File: config.mk
export PLATFORM = sky130hd
export DESIGN_NAME = alu_issue_ctrl
export DESIGN_NICKNAME = d
export VERILOG_FILES = /design/src/rtl/alu_issue_ctrl.sv
export SDC_FILE = /design/constraint.sdc
export NUM_CORES = 1
export LEC_CHECK = 0
export ABC_AREA = 1
export BUFFER_PORTS_ARGS = -buffer_cell sky130_fd_sc_hd__buf_2
export CAP_MARGIN = 0
export CORE_MARGIN = 2
export CORE_UTILIZATION = 51
export DETAILED_ROUTE_END_ITERATION = 8
export PLACE_DENSITY = 0.85
export SLEW_MARGIN = 5
export SYNTH_ARGS = -nofsm -noshare
export SYNTH_HDL_FRONTEND = slang
export SYNTH_SLANG_ARGS = --single-unit
export TNS_END_PERCENT = 1
File: constraint.sdc
create_clock -name clk -period 2.7 [get_ports clk]
set_input_delay 0 -clock clk [delete_from_list [all_inputs] [get_ports clk]]
set_output_delay 0 -clock clk [all_outputs]
set_load 0.005 [all_outputs]
File: src/rtl/alu_issue_ctrl.sv
// Issue controller for the datapath ALU: decodes one instruction, holds the ALU
// inputs for the op's latency, captures the result and returns it over valid/ready.
module alu_issue_ctrl #(
    parameter int WIDTH  = 32,
    parameter int MC_LAT = 4
) (
    input  logic             clk,
    input  logic             rst_n,
    input  logic             in_valid,
    output logic             in_ready,
    input  logic [5:0]       in_opcode,
    input  logic [5:0]       in_funct,
    input  logic [WIDTH-1:0] in_a,
    input  logic [WIDTH-1:0] in_b,
    output logic [WIDTH-1:0] alu_a,
    output logic [WIDTH-1:0] alu_b,
    output logic [3:0]       alu_sel,
    input  logic [WIDTH-1:0] alu_res,
    input  logic             alu_zf,
    output logic             out_valid,
    input  logic             out_ready,
    output logic [WIDTH-1:0] out_res,
    output logic             out_zf,
    output logic             out_err
);

    typedef enum logic [1:0] {IDLE, EXEC, DONE} state_t;

    typedef struct packed {
        logic       legal;
        logic [3:0] sel;
    } dec_t;

    localparam logic [3:0] SEL_IDLE = 4'b1111;
    localparam logic [3:0] MC_CNT   = 4'(MC_LAT - 1);

    state_t     state, state_nxt;
    logic [3:0] cnt;
    dec_t       dec;
    logic       dec_mc, dec_divz, go_exec, go_err;

    always_comb begin
        dec = '{legal: 1'b1, sel: SEL_IDLE};
        if (in_opcode == 6'h00) begin
            case (in_funct)
                6'h24:   dec.sel = 4'b0000;
                6'h25:   dec.sel = 4'b0001;
                6'h20:   dec.sel = 4'b0010;
                6'h22:   dec.sel = 4'b0110;
                6'h27:   dec.sel = 4'b0100;
                6'h26:   dec.sel = 4'b0111;
                6'h2A:   dec.sel = 4'b1001;
                6'h18:   dec.sel = 4'b0101;
                6'h1A:   dec.sel = 4'b1000;
                6'h1B:   dec.sel = 4'b0011;
                default: dec.legal = 1'b0;
            endcase
        end else begin
            case (in_opcode)
                6'h08:   dec.sel = 4'b0010;
                6'h0C:   dec.sel = 4'b0000;
                6'h0D:   dec.sel = 4'b0001;
                6'h0E:   dec.sel = 4'b0111;
                6'h0A:   dec.sel = 4'b1001;
                6'h04:   dec.sel = 4'b0110;
                default: dec.legal = 1'b0;
            endcase
        end
    end

    // Divide-by-zero is caught here so the ALU never sees a zero divisor.
    assign dec_mc   = (dec.sel == 4'b0101) || (dec.sel == 4'b1000) || (dec.sel == 4'b0011);
    assign dec_divz = ((dec.sel == 4'b1000) || (dec.sel == 4'b0011)) && (in_b == '0);
    assign go_exec  = (state == IDLE) && in_valid && dec.legal && !dec_divz;
    assign go_err   = (state == IDLE) && in_valid && !(dec.legal && !dec_divz);

    assign in_ready  = (state == IDLE);
    assign out_valid = (state == DONE);

    always_ff @(posedge clk or negedge rst_n) begin
        if (!rst_n) state <= IDLE;
        else        state <= state_nxt;
    end

    always_comb begin
        state_nxt = state;
        case (state)
            IDLE: if (go_exec) state_nxt = EXEC;
                  else if (go_err) state_nxt = DONE;
            EXEC: if (cnt == 4'd0) state_nxt = DONE;
            DONE: if (out_ready) state_nxt = IDLE;
            default: state_nxt = IDLE;
        endcase
    end

    always_ff @(posedge clk or negedge rst_n) begin
        if (!rst_n) begin
            cnt     <= '0;
            alu_a   <= '0;
            alu_b   <= '0;
            alu_sel <= SEL_IDLE;
            out_res <= '0;
            out_zf  <= 1'b0;
            out_err <= 1'b0;
        end else begin
            if (go_exec) begin
                alu_a   <= in_a;
                alu_b   <= in_b;
                alu_sel <= dec.sel;
                cnt     <= dec_mc ? MC_CNT : 4'd0;
            end else if (go_err) begin
                out_res <= '0;
                out_zf  <= 1'b0;
                out_err <= 1'b1;
            end
            if (state == EXEC) begin
                if (cnt != 4'd0) begin
                    cnt <= cnt - 4'd1;
                end else begin
                    out_res <= alu_res;
                    out_zf  <= alu_zf;
                    out_err <= 1'b0;
                    alu_sel <= SEL_IDLE;
                end
            end
        end
    end

endmodule
==> flow_summary.yaml <==
die:
  die_x_um: 103
  fp.coreArea_um2: 9640
  die_area_um2: 10600
  initial_utilization_pct: 51.7
  num_io_pins: 217
  die_h_um: 103
  rows: 36
sta:
  fin_skew_ps: 27.6
  worstMarginPinSlew_ps: 738
  fin_hold_ws_ps: 96.5
  max_slew_margin_pct: 50.8
  drv_slew: 0
  hold_violations: 0
  setup_violations: 0
  fin_tns_setup_ps: 0
  period_needed_ps: 2230
  fmax_mhz: 449
  fin_crit_sh_pct: 82.6
  rsz0062_at_grt: "false"
routing:
  wl_um: 17300
  postRouteAntennaNets: 0
  via_per_inst: 5.28
  drt_first_pass_iters: 5
  wl_per_cell_um: 16.7
  drt-initial-drc-count: 314
  drc: 0
  vias: 5472
yosys:
  netlist_area_um2: 4980
  synth-seq-cells: 108
  synth_nets: 703
  syn-instance-count: 589
  ys_seq_area_share_pct: 54.3
  ys_types: 34
  yosys_warnings: 0
  synth_edf_count: 0
  async_reset_ff_share_pct: 100
  ys.flop_type: "dfrtp_1"
  avgSynthCellArea_um2: 8.46
setup_path:
  start_kind: "input pin"
  crit_fanout: 69
  criticalPathCategory: "input pin to flip-flop"
  cp-end-kind: "flip-flop"
  cp.arrival_ps: 2530
  cp_slowest_cell: "dlygate4sd3_1"
  crit_chain: "dlygate4sd3_1 -> buf_2 -> nor4_1 -> nand3_1 -> nor3_1 -> nand2_4 -> nand2_4 -> buf_12 -> nand2_1 -> nand3_1 -> nand2_1 -> inv_1"
  slowest_delay_ps: 550
  worst_ep_required_time_ps: 3000
  worst-path-buf-inv: 4
  critPathTopFamily: "simple AND/OR/NAND/NOR gates"
cells_and_area:
  drive_gt1_share_pct: 32.2
  fill_cells: 622
  num-nets-final: 1012
  synthToLayoutAreaGrowth_pct: 47.8
  n_antenna_cell: 0
global_route:
  grt_pass1_vias: 5503
  grt_use_met3_pct: 7.59
  overflow: 0
  antenna_found_initial: 0
  grt_usage_pct: 32.1
  grt_util_met2_pct: 57.0
  use_met1_pct: 36.4
  grt_pass1_wl_um: 26000
  grt_max_degree: 70
  grt-busiest-layer: "met2"
cts:
  cts_buffer_depth: 2
  cts_buffers: 9
  post-cts-setup-buffers: 0
  htree_levels: 3
  cts_tree: "yes"
  cts_sinks: 108
  clk_pin_slew_ps: 110
  clock_latency_ps: 380
  root_buffer: "clkbuf_8"
pwr:
  swShare_pct: 33.3
  internal_power_w: 0.00301
  pwr-share-seq_pct: 48.8
  p_clk_share_pct: 24.2
  p_switching_w: 0.00150
  p_comb_share_pct: 27.0
  peakVddDrop_uv: 394
  leakage_nw: 4.23
  power_per_cell_area_nw_per_um2: 612
placement:
  gp_congestion: 0.839
  dpl.hpwl_um: 9840
  io_buffers: 216
outcome:
  outcome: "finished clean"
job:
  maxCapViolations: 0
min_path:
  hold_class: "input pin to flip-flop"
-- repair_timing --
| item | in CTS | in global routing |
|---|---|---|
| hold endpoints to repair | 154 | 0 |
| gates resized for setup | 0 | 0 |
| hold buffers | 100 | 0 |
-- synth_stat cells, types with 2 or more instances --
library cell | count | area share (%)
nand2_1 | 291 | 22
dfrtp_1 | 104 | 52
nand3_1 | 37 | 3.7
inv_1 | 28 | 2.1
nand3_2 | 21 | 4.2
nor2_1 | 17 | 1.3
buf_2 | 9 | 0.90
buf_4 | 7 | 1.1
nor4_1 | 7 | 0.88
o21ai_0 | 7 | 0.70
nor2_4 | 6 | 1.4
a21oi_1 | 5 | 0.50
inv_2 | 5 | 0.38
nand2_2 | 5 | 0.63
nor2_2 | 5 | 0.63
clkbuf_1 | 4 | 0.30
dfstp_2 | 4 | 2.1
nand2_4 | 3 | 0.68
nand4_1 | 3 | 0.38
nor3_1 | 3 | 0.30
o21ai_1 | 3 | 0.30
buf_8 | 2 | 0.60
xnor2_1 | 2 | 0.35
-- path summary, 6_finish.rpt --
path | startpoint | to | slack, ps | cells past startpoint
worst max-delay path | in_b[5] | cnt[1]$_DFF_PN0_ | 470 | 12
worst min-delay path | in_opcode[2] | alu_sel[0]$_DFF_PN1_ | 100 | 4
worst max register to register | cnt[0]$_DFF_PN0_ | state[1]$_DFFE_PN0P_ | 740 | 7
worst min register to register | alu_b[12]$_DFFE_PN0N_ | alu_b[12]$_DFFE_PN0N_ | 490 | 2
max in group asynchronous | rst_n | alu_sel[0]$_DFF_PN1_ | 1590 | 3
min in group asynchronous | rst_n | out_res[17]$_DFF_PN0_ | 240 | 2
-- cells by family (layout without fill, tap and decap cells) --
| kind of cell | count (synthesis) | after routing | share of synthesized area (%) |
|---|---|---|---|
| compound gates | 18 | 18 | 2.01 |
| xor+xnor | 3 | 3 | 0.527 |
| fa+ha+maj | 1 | 1 | 0.251 |
| buf+inv | 58 | 372 | 6.05 |
| flops | 108 | 108 | 54.3 |
| simple gates | 401 | 401 | 36.8 |
-- layer usage --
metal / part of all wire (%) / wire (um) / vias to the layer above
met2: 51 / 8820 / 390
met5: 0 / 0 / -
met4: 4.6 / 802 / 0
met1: 36 / 6240 / 2531
li1: - / - / 2458
met3: 8.4 / 1460 / 93
-- metrics by stage --
stage	worst slack, ps	total power [W]	util, %	cells	area, um^2
2_1_floorplan	1100	0.00262	-	589	4980
3_3_place_gp	637	0.00316	63.6	920	6130
3_5_place_dp	527	0.00322	63.6	920	6130
4_1_cts	452	0.00441	76.4	1036	7360
5_1_grt	310	0.00473	76.4	1036	7360
6_report	470	0.00451	76.4	1036	7360
-- power by group through the flow --
stage                     logic, W  clock network, W  registers [W]
after global routing       0.00133           0.00117        0.00223
final                      0.00122           0.00109        0.00220
after global placement    0.000990                 0        0.00217
after detailed placement   0.00103                 0        0.00219
after floorplan           0.000407                 0        0.00221
after CTS                  0.00115           0.00110        0.00216
-- area by class of cell --
| type | instances | area, um^2 | share of cell area (%) |
|---|---|---|---|
| Timing Repair Buffer | 322 | 2150 | 29.3 |
| Sequential cell | 108 | 2710 | 36.8 |
| Clock inverter | 7 | 106 | 1.44 |
| Inverter | 34 | 128 | 1.73 |
| Clock buffer | 9 | 124 | 1.68 |
| Multi-Input combinational cell | 423 | 1980 | 26.8 |
| Tap cell | 133 | 166 | 2.26 |
-- registers in the layout, summed over array words and instances, names as in the netlist --
signal,count
out_err,1
alu_sel,4
state,2
alu_a,32
out_res,32
alu_b,32
cnt,4
out_zf,1
-- cell usage in the layout, fill, tap and decap left out, types with 2 or more instances in the layout --
master           n
inv_2            5
nand2_4          3
xnor2_1          2
nand2_1        291
buf_4            5
dlygate4sd3_1  100
clkinv_8         3
nand3_1         37
buf_2          215
nor4_1           7
nor2_4           6
buf_12           2
dfstp_2          4
nor2_1          16
inv_1           28
nand2_2          5
o21ai_0          7
nand3_2         21
dfrtp_1        104
clkbuf_8         9
o21ai_1          3
nor3_1           3
nand4_1          3
nor2_2           6
a21oi_1          5
-- tightest hold or removal path, delay by kind of cell --
family	cells	cell delay, ps
buffers and inverters	1	150
AOI/OAI and AO/OA	2	180
and+or+nand+nor	1	140
(Power assumes the default switching activity.)
